### src/rtl/cpu_types_pkg.sv
// Shared CPU types: machine word, PC-select encoding, PC sequencer states.
package cpu_types_pkg;

  localparam int unsigned CPU_WORD_W = 32;

  typedef logic [CPU_WORD_W-1:0] word_t;

  typedef enum logic [1:0] {
    PC_NPC  = 2'd0,
    PC_BR   = 2'd1,
    PC_JUMP = 2'd2,
    PC_JR   = 2'd3
  } pcsel_t;

  typedef enum logic [1:0] {
    IFETCH = 2'd0,
    DMEM   = 2'd1,
    HALT   = 2'd2
  } pcseq_state_t;

endpackage

### src/rtl/pc_target_calc.sv
// Next-PC target mux: sequential, branch, jump and register-jump targets.
// Ports:
//   npc      - pc+4 from the PC register
//   pc_sel   - target select
//   br_taken - branch condition, qualifies PC_BR
//   imm16    - branch offset in words
//   jaddr    - jump target field
//   rs_data  - register target for JR
//   target   - selected next PC (wraps mod 2^WORD_W)
module pc_target_calc
  import cpu_types_pkg::*;
#(
  parameter int unsigned WORD_W = 32
) (
  input  logic [WORD_W-1:0] npc,
  input  pcsel_t            pc_sel,
  input  logic              br_taken,
  input  logic [15:0]       imm16,
  input  logic [25:0]       jaddr,
  input  logic [WORD_W-1:0] rs_data,
  output logic [WORD_W-1:0] target
);

  logic [WORD_W-1:0] w_br_off;

  // Word offset sign-extended and scaled to bytes.
  assign w_br_off = {{(WORD_W-18){imm16[15]}}, imm16, 2'b00};

  always_comb begin
    target = npc;
    case (pc_sel)
      PC_NPC:  target = npc;
      PC_BR:   target = br_taken ? (npc + w_br_off) : npc;
      PC_JUMP: target = {npc[WORD_W-1 -: 4], jaddr, 2'b00};
      PC_JR:   target = rs_data;
      default: target = npc;
    endcase
  end

endmodule

### src/rtl/pc_sequencer.sv
// Program counter sequencer: generates PC load enable/value and memory
// request enables; holds the PC across data wait states, sticks after HALT.
// Optional macro PCSEQ_PERF_EN adds cyc_cnt/instr_cnt/stall_cnt counters.
// Ports:
//   CLK, nRST                 - clock, async active-low reset
//   pc, npc                   - current PC and pc+4
//   pc_sel, br_taken, imm16,
//   jaddr, rs_data            - target selection inputs
//   mem_rd, mem_wr, halt_in   - decoded instruction class
//   ihit, dhit                - fetch / data access complete
//   PCEN, NewPC               - PC register load enable and value
//   iREN, dREN, dWEN          - memory requests
//   halt                      - sticky halted flag
module pc_sequencer
  import cpu_types_pkg::*;
#(
  parameter int unsigned WORD_W           = 32,
  parameter bit          HALT_ON_MISALIGN = 1'b0
) (
  input  logic              CLK,
  input  logic              nRST,
  input  logic [WORD_W-1:0] pc,
  input  logic [WORD_W-1:0] npc,
  input  pcsel_t            pc_sel,
  input  logic              br_taken,
  input  logic [15:0]       imm16,
  input  logic [25:0]       jaddr,
  input  logic [WORD_W-1:0] rs_data,
  input  logic              mem_rd,
  input  logic              mem_wr,
  input  logic              halt_in,
  input  logic              ihit,
  input  logic              dhit,
  output logic              PCEN,
  output logic [WORD_W-1:0] NewPC,
  output logic              iREN,
  output logic              dREN,
  output logic              dWEN,
  output logic              halt
`ifdef PCSEQ_PERF_EN
  ,
  output logic [31:0]       cyc_cnt,
  output logic [31:0]       instr_cnt,
  output logic [31:0]       stall_cnt
`endif
);

  pcseq_state_t      r_state, w_state_nxt;
  logic [WORD_W-1:0] r_pend_pc, w_pend_nxt;
  logic              r_dren, w_dren_nxt;
  logic              r_dwen, w_dwen_nxt;
  logic              r_halt, w_halt_nxt;
  logic [WORD_W-1:0] w_target;
  logic              w_misalign;
  logic              w_halt_req;
  logic              w_unused_pc;

  // Current PC is not needed: all targets derive from npc or rs_data.
  assign w_unused_pc = ^pc;

  pc_target_calc #(.WORD_W(WORD_W)) u_target (
    .npc      (npc),
    .pc_sel   (pc_sel),
    .br_taken (br_taken),
    .imm16    (imm16),
    .jaddr    (jaddr),
    .rs_data  (rs_data),
    .target   (w_target)
  );

  // Misaligned JR target may be promoted to a halt.
  assign w_misalign = HALT_ON_MISALIGN && (pc_sel == PC_JR) && (rs_data[1:0] != 2'b00);
  assign w_halt_req = halt_in | w_misalign;

  // State and pending-access registers.
  always_ff @(posedge CLK or negedge nRST) begin
    if (!nRST) begin
      r_state   <= IFETCH;
      r_pend_pc <= '0;
      r_dren    <= 1'b0;
      r_dwen    <= 1'b0;
      r_halt    <= 1'b0;
    end else begin
      r_state   <= w_state_nxt;
      r_pend_pc <= w_pend_nxt;
      r_dren    <= w_dren_nxt;
      r_dwen    <= w_dwen_nxt;
      r_halt    <= w_halt_nxt;
    end
  end

  // Next-state and output decode.
  always_comb begin
    w_state_nxt = r_state;
    w_pend_nxt  = r_pend_pc;
    w_dren_nxt  = r_dren;
    w_dwen_nxt  = r_dwen;
    w_halt_nxt  = r_halt;
    PCEN        = 1'b0;
    NewPC       = npc;
    iREN        = 1'b0;
    dREN        = 1'b0;
    dWEN        = 1'b0;
    case (r_state)
      IFETCH: begin
        iREN = 1'b1;
        if (ihit) begin
          if (w_halt_req) begin
            w_halt_nxt  = 1'b1;
            w_state_nxt = HALT;
          end else if (mem_rd | mem_wr) begin
            // Load+store together decodes as a store.
            w_pend_nxt  = w_target;
            w_dren_nxt  = mem_rd & ~mem_wr;
            w_dwen_nxt  = mem_wr;
            w_state_nxt = DMEM;
          end else begin
            PCEN  = 1'b1;
            NewPC = w_target;
          end
        end
      end
      DMEM: begin
        dREN  = r_dren;
        dWEN  = r_dwen;
        NewPC = r_pend_pc;
        if (dhit) begin
          PCEN        = 1'b1;
          w_dren_nxt  = 1'b0;
          w_dwen_nxt  = 1'b0;
          w_state_nxt = IFETCH;
        end
      end
      HALT: begin
      end
      default: w_state_nxt = IFETCH;
    endcase
  end

  assign halt = r_halt;

`ifdef PCSEQ_PERF_EN
  logic [31:0] r_cyc_cnt, r_instr_cnt, r_stall_cnt;
  logic        w_halt_entry;

  assign w_halt_entry = (r_state == IFETCH) && (w_state_nxt == HALT);

  // Performance counters, free-running with wrap.
  always_ff @(posedge CLK or negedge nRST) begin
    if (!nRST) begin
      r_cyc_cnt   <= '0;
      r_instr_cnt <= '0;
      r_stall_cnt <= '0;
    end else begin
      if (r_state != HALT) r_cyc_cnt <= r_cyc_cnt + 32'd1;
      if (PCEN || w_halt_entry) r_instr_cnt <= r_instr_cnt + 32'd1;
      if ((r_state == DMEM) && !dhit) r_stall_cnt <= r_stall_cnt + 32'd1;
    end
  end

  assign cyc_cnt   = r_cyc_cnt;
  assign instr_cnt = r_instr_cnt;
  assign stall_cnt = r_stall_cnt;
`endif

endmodule
### config.mk
export PLATFORM = sky130hd
export DESIGN_NAME = pc_sequencer
export DESIGN_NICKNAME = d
export VERILOG_FILES = /design/src/rtl/cpu_types_pkg.sv /design/src/rtl/pc_target_calc.sv /design/src/rtl/pc_sequencer.sv
export SDC_FILE = /design/constraint.sdc
export NUM_CORES = 1
export LEC_CHECK = 0
export CELL_PAD_IN_SITES_DETAIL_PLACEMENT = 1
export CELL_PAD_IN_SITES_GLOBAL_PLACEMENT = 1
export CORE_MARGIN = 8
export CORE_UTILIZATION = 29
export DETAILED_ROUTE_END_ITERATION = 10
export MAX_ROUTING_LAYER = met4
export PLACE_DENSITY_LB_ADDON = 0.1
export SETUP_SLACK_MARGIN = 0.15
export SYNTH_ARGS = -nofsm -noshare
export SYNTH_HDL_FRONTEND = slang
export SYNTH_SLANG_ARGS = --single-unit
### constraint.sdc
create_clock -name CLK -period 3.3 [get_ports CLK]
set_input_delay 0.66 -clock CLK [delete_from_list [all_inputs] [get_ports CLK]]
set_output_delay 0.66 -clock CLK [all_outputs]
set_load 0.01 [all_outputs]
==> flow_summary_export.csv <==
group,metric,value,unit
status,status,"finished, violations left",
status,violations,"setup timing",
setup_path,cp-start-kind,"input pin",
job,maxCapViolCount,0,
layout,fin_cells,1264,
clocking,cts_hold_buf,0,
setup_path,crit_path_cell_trace,"buf_8 > ha_4 > buf_4 > a211oi_2 > buf_4 > o211ai_1 > buf_4 > a21oi_4 > buf_6 > a2111oi_4 > or4_4 > nand3_4 > mux2i_2 > a21oi_1 > buf_2",
global_route,grt_start_max_net_pins,41,
logic_synthesis,synth_edf_count,0,
route,detailedRoute.firstIterationViolations,299,
logic_synthesis,yosysWarnings,0,
setup_path,cpMostUsedCell,"buf_4",
setup_path,critPathKind,"in2out",
floorplanning,io_pins,185,
layout,area_growth,95.7,%
power_and_ir_drop,total_power,3130,uW
sta,max-slew-margin-rel,0.369,
logic_synthesis,async_flop_share,1.00,
clocking,cts_buffers,5,
power_and_ir_drop,peakVddDrop,229,uV
place,hpwl,21700,um
layout,drive_above_1_share,0.475,
setup_path,arrival,3.21,ns
setup_path,cp_num_buf_inv,6,
clocking,numClockSinks,37,
route,drc,0,
clocking,clk_pin_slew_worst_paths,0.06,ns
global_route,antenna_found_initial,0,
sta,setup_viol,27,
sta,slew_viol_final,0,
setup_path,end_kind,"primary output",
route,route.met2.wl,15000,um
sta,skew,0.00373,ns
place,io_buffers,152,
global_route,grt_usage,0.270,
logic_synthesis,syn_avg_cell_area,7.25,sq um
place,finalWeightedCongestion,0.923,
sta,worst_pin_slew,0.946,ns
layout,fillCellCount,1940,
route,detail-route-antenna-nets,0,
logic_synthesis,synth-seq-cells,37,
setup_path,critPathTopFamily,"buffers and inverters",
setup_path,cp_max_fo,3,
logic_synthesis,synth_area,4900,sq um
floorplanning,die_x,146,um
logic_synthesis,synth_cell_type_count,66,
logic_synthesis,yosys.area.top_type_share,0.189,
logic_synthesis,yosys-top-cells-area,"dfrtp_1, nand2_1, ha_1",
setup_path,crit_path_max_incr_delay,0.50,ns
logic_synthesis,synth.net_count,853,
floorplanning,die_y,146,um
clocking,cts_root_buf,"clkbuf_16",
sta,timing.fmax,0.259,GHz
sta,fin_setup_tns,-10.35,ns
clocking,htreeDepth,2,
logic_synthesis,synth_cells,675,
clocking,cts_tree,"done",
floorplanning,start_util,0.296,
global_route,grt_pass1_vias,7812,
global_route,grt-ovfl-total,0,
power_and_ir_drop,powerDensity,326,nW/um^2
global_route,grt_pass1_wl,44800,um
sta,hold_viol_final,0,
sta,worst_slack,-0.568,ns
sta,grt_setup_unrepaired,"yes",
layout,fin_nets,1223,
route,first_pass_iters,5,
logic_synthesis,yosysTopAreaCell,"dfrtp_1",
place,dp_cells,1202,
route,viasPerCell,5.64,
floorplanning,die_area,21300,sq um
sta,period_needed,3.87,ns
route,wl_met1,11900,um
logic_synthesis,yosys_most_used_dff,"dfrtp_1",
power_and_ir_drop,leakagePower,0.00420,uW
clocking,clk_latency,0.29,ns
floorplanning,core-area,16500,sq um
layout,antenna_cells,0,
place,place_area,8120,sq um
route,met3_wirelength,1040,um
route,routed_wl,29400,um
clocking,cts.path.max_buffers,2,
sta,finalCritPeriodShare,1.17,
setup_path,slowest_stage,"or4_4",
setup_path,critPathRequiredTime,2.64,ns
hold_path,hold_class,"reg2reg",
floorplanning,row_count,47,
route,highest_layer,"met4",
layout,final_area,9580,sq um
route,wl_per_cell,23.3,um
sta,fin_hold_ws,0.476,ns
route,vias,7134,
logic_synthesis,seq_area_frac_synth,0.189,
## state kept, by name, summed over array words and instances (netlist names)
register and cells:
r_dwen 1, r_state 2, r_pend_pc 32, r_dren 1
halt 1
## final cells by class
cell class                      count  area, sq um  area share
Clock buffer                        5          125      0.0131
Clock inverter                      1         5.00    0.000522
Inverter                           11         41.3     0.00431
Multi-Input combinational cell    582         4800       0.501
Sequential cell                    37          926      0.0966
Tap cell                          220          275      0.0287
Timing Repair Buffer              408         3410       0.356
## layout by cell type (no fill, tap or decap), types with 8 or more instances in the layout
| master | count |
|---|---|
| a21o_1 | 20 |
| o21ai_2 | 8 |
| o21ai_1 | 9 |
| a211oi_2 | 16 |
| a22o_1 | 9 |
| buf_6 | 30 |
| nor2_1 | 41 |
| ha_4 | 23 |
| buf_2 | 36 |
| nand3_1 | 8 |
| dlygate4sd2_1 | 19 |
| a31oi_1 | 17 |
| nand2b_1 | 8 |
| dfrtp_1 | 37 |
| nand2_1 | 93 |
| a21oi_2 | 27 |
| buf_4 | 231 |
| and3_1 | 8 |
| clkdlybuf4s50_1 | 74 |
| o21ai_0 | 39 |
| a21oi_1 | 42 |
| mux2i_1 | 21 |
| mux2_2 | 11 |
| o22ai_1 | 19 |
## report_power, final
group / leakage (uW) / switching (uW) / internal, uW / total [uW]
combinational: 0.00368 / 947 / 958 / 1900
sequential: 0.000453 / 115 / 634 / 749
clock: 0.0000655 / 203 / 271 / 474
total: 0.00420 / 1260 / 1860 / 3130
## metrics by stage
step | utilization | worst slack (ns)
after floorplan | - | -0.104
after global placement | 0.491 | -1.40
after detailed placement | 0.491 | -1.53
after CTS | 0.560 | -0.593
after global routing | 0.580 | -0.688
final | 0.580 | -0.568
## final timing paths
check,start,endpoint,slack [ns],cells after the start
hold / removal,halt$_DFFE_PN0P_,halt$_DFFE_PN0P_,0.48,1
setup / recovery,npc[2],NewPC[31],-0.57,15
max in group asynchronous,nRST,r_pend_pc[7]$_DFFE_PN0P_,2.19,1
setup reg to reg,r_state[1]$_DFFE_PN0P_,r_pend_pc[19]$_DFFE_PN0P_,1.52,5
min in group asynchronous,nRST,r_pend_pc[31]$_DFFE_PN0P_,0.51,1
hold reg to reg,halt$_DFFE_PN0P_,halt$_DFFE_PN0P_,0.48,1
## cells by family (layout without fill, tap and decap cells)
family          Yosys count  count (layout)  share of synthesized area
xor+xnor                 21              21                     0.0376
buf+inv                  56             425                     0.0445
flops                    37              37                      0.189
compound gates          283             283                      0.381
mux                      33              33                     0.0703
fa+ha+maj                30              30                     0.0782
simple gates            215             215                      0.199
## cells in the mapped netlist (3+ instances only)
cell,number
nand3_1,12
nand2_1,101
a22o_1,9
o22ai_1,23
mux2_2,11
buf_1,6
a31o_2,4
o21ai_1,6
mux2i_1,22
xnor2_1,11
xor2_1,10
a221o_1,5
o21ai_0,53
dfrtp_1,37
and2_1,5
nor3_1,8
a21o_1,20
a22oi_1,4
a211oi_1,16
nor2b_1,4
ha_1,29
o21a_1,5
inv_1,10
nand2b_1,8
a21oi_1,71
o211ai_1,4
nor2_1,47
or3_1,5
o31ai_1,12
a31oi_1,20
and3_1,10
a221oi_1,3
buf_2,4
nor3b_1,3
clkbuf_1,33
o221ai_1,3
## worst reg2reg max path: cells and delay by family, from the launching register on
kind	cells	cell delay, ns
compound gates	1	0.10
flops	1	0.50
simple gates	2	0.50
buf+inv	2	0.53
## per-layer routing
layer,vias to the layer above,track usage
li1,3269,-
met1,3538,0.300
met2,246,0.478
met3,81,0.0367
met4,0,0.113
met5,-,-
## what timing repair did
item | in CTS | in global routing
endpoints found under the setup margin | 44 | 34
cloned | 1 | 0
pin swaps | 120 | 51
resized for setup | 395 | 60
setup buffers | 46 | 9
Power figures use the tool's default switching activity.
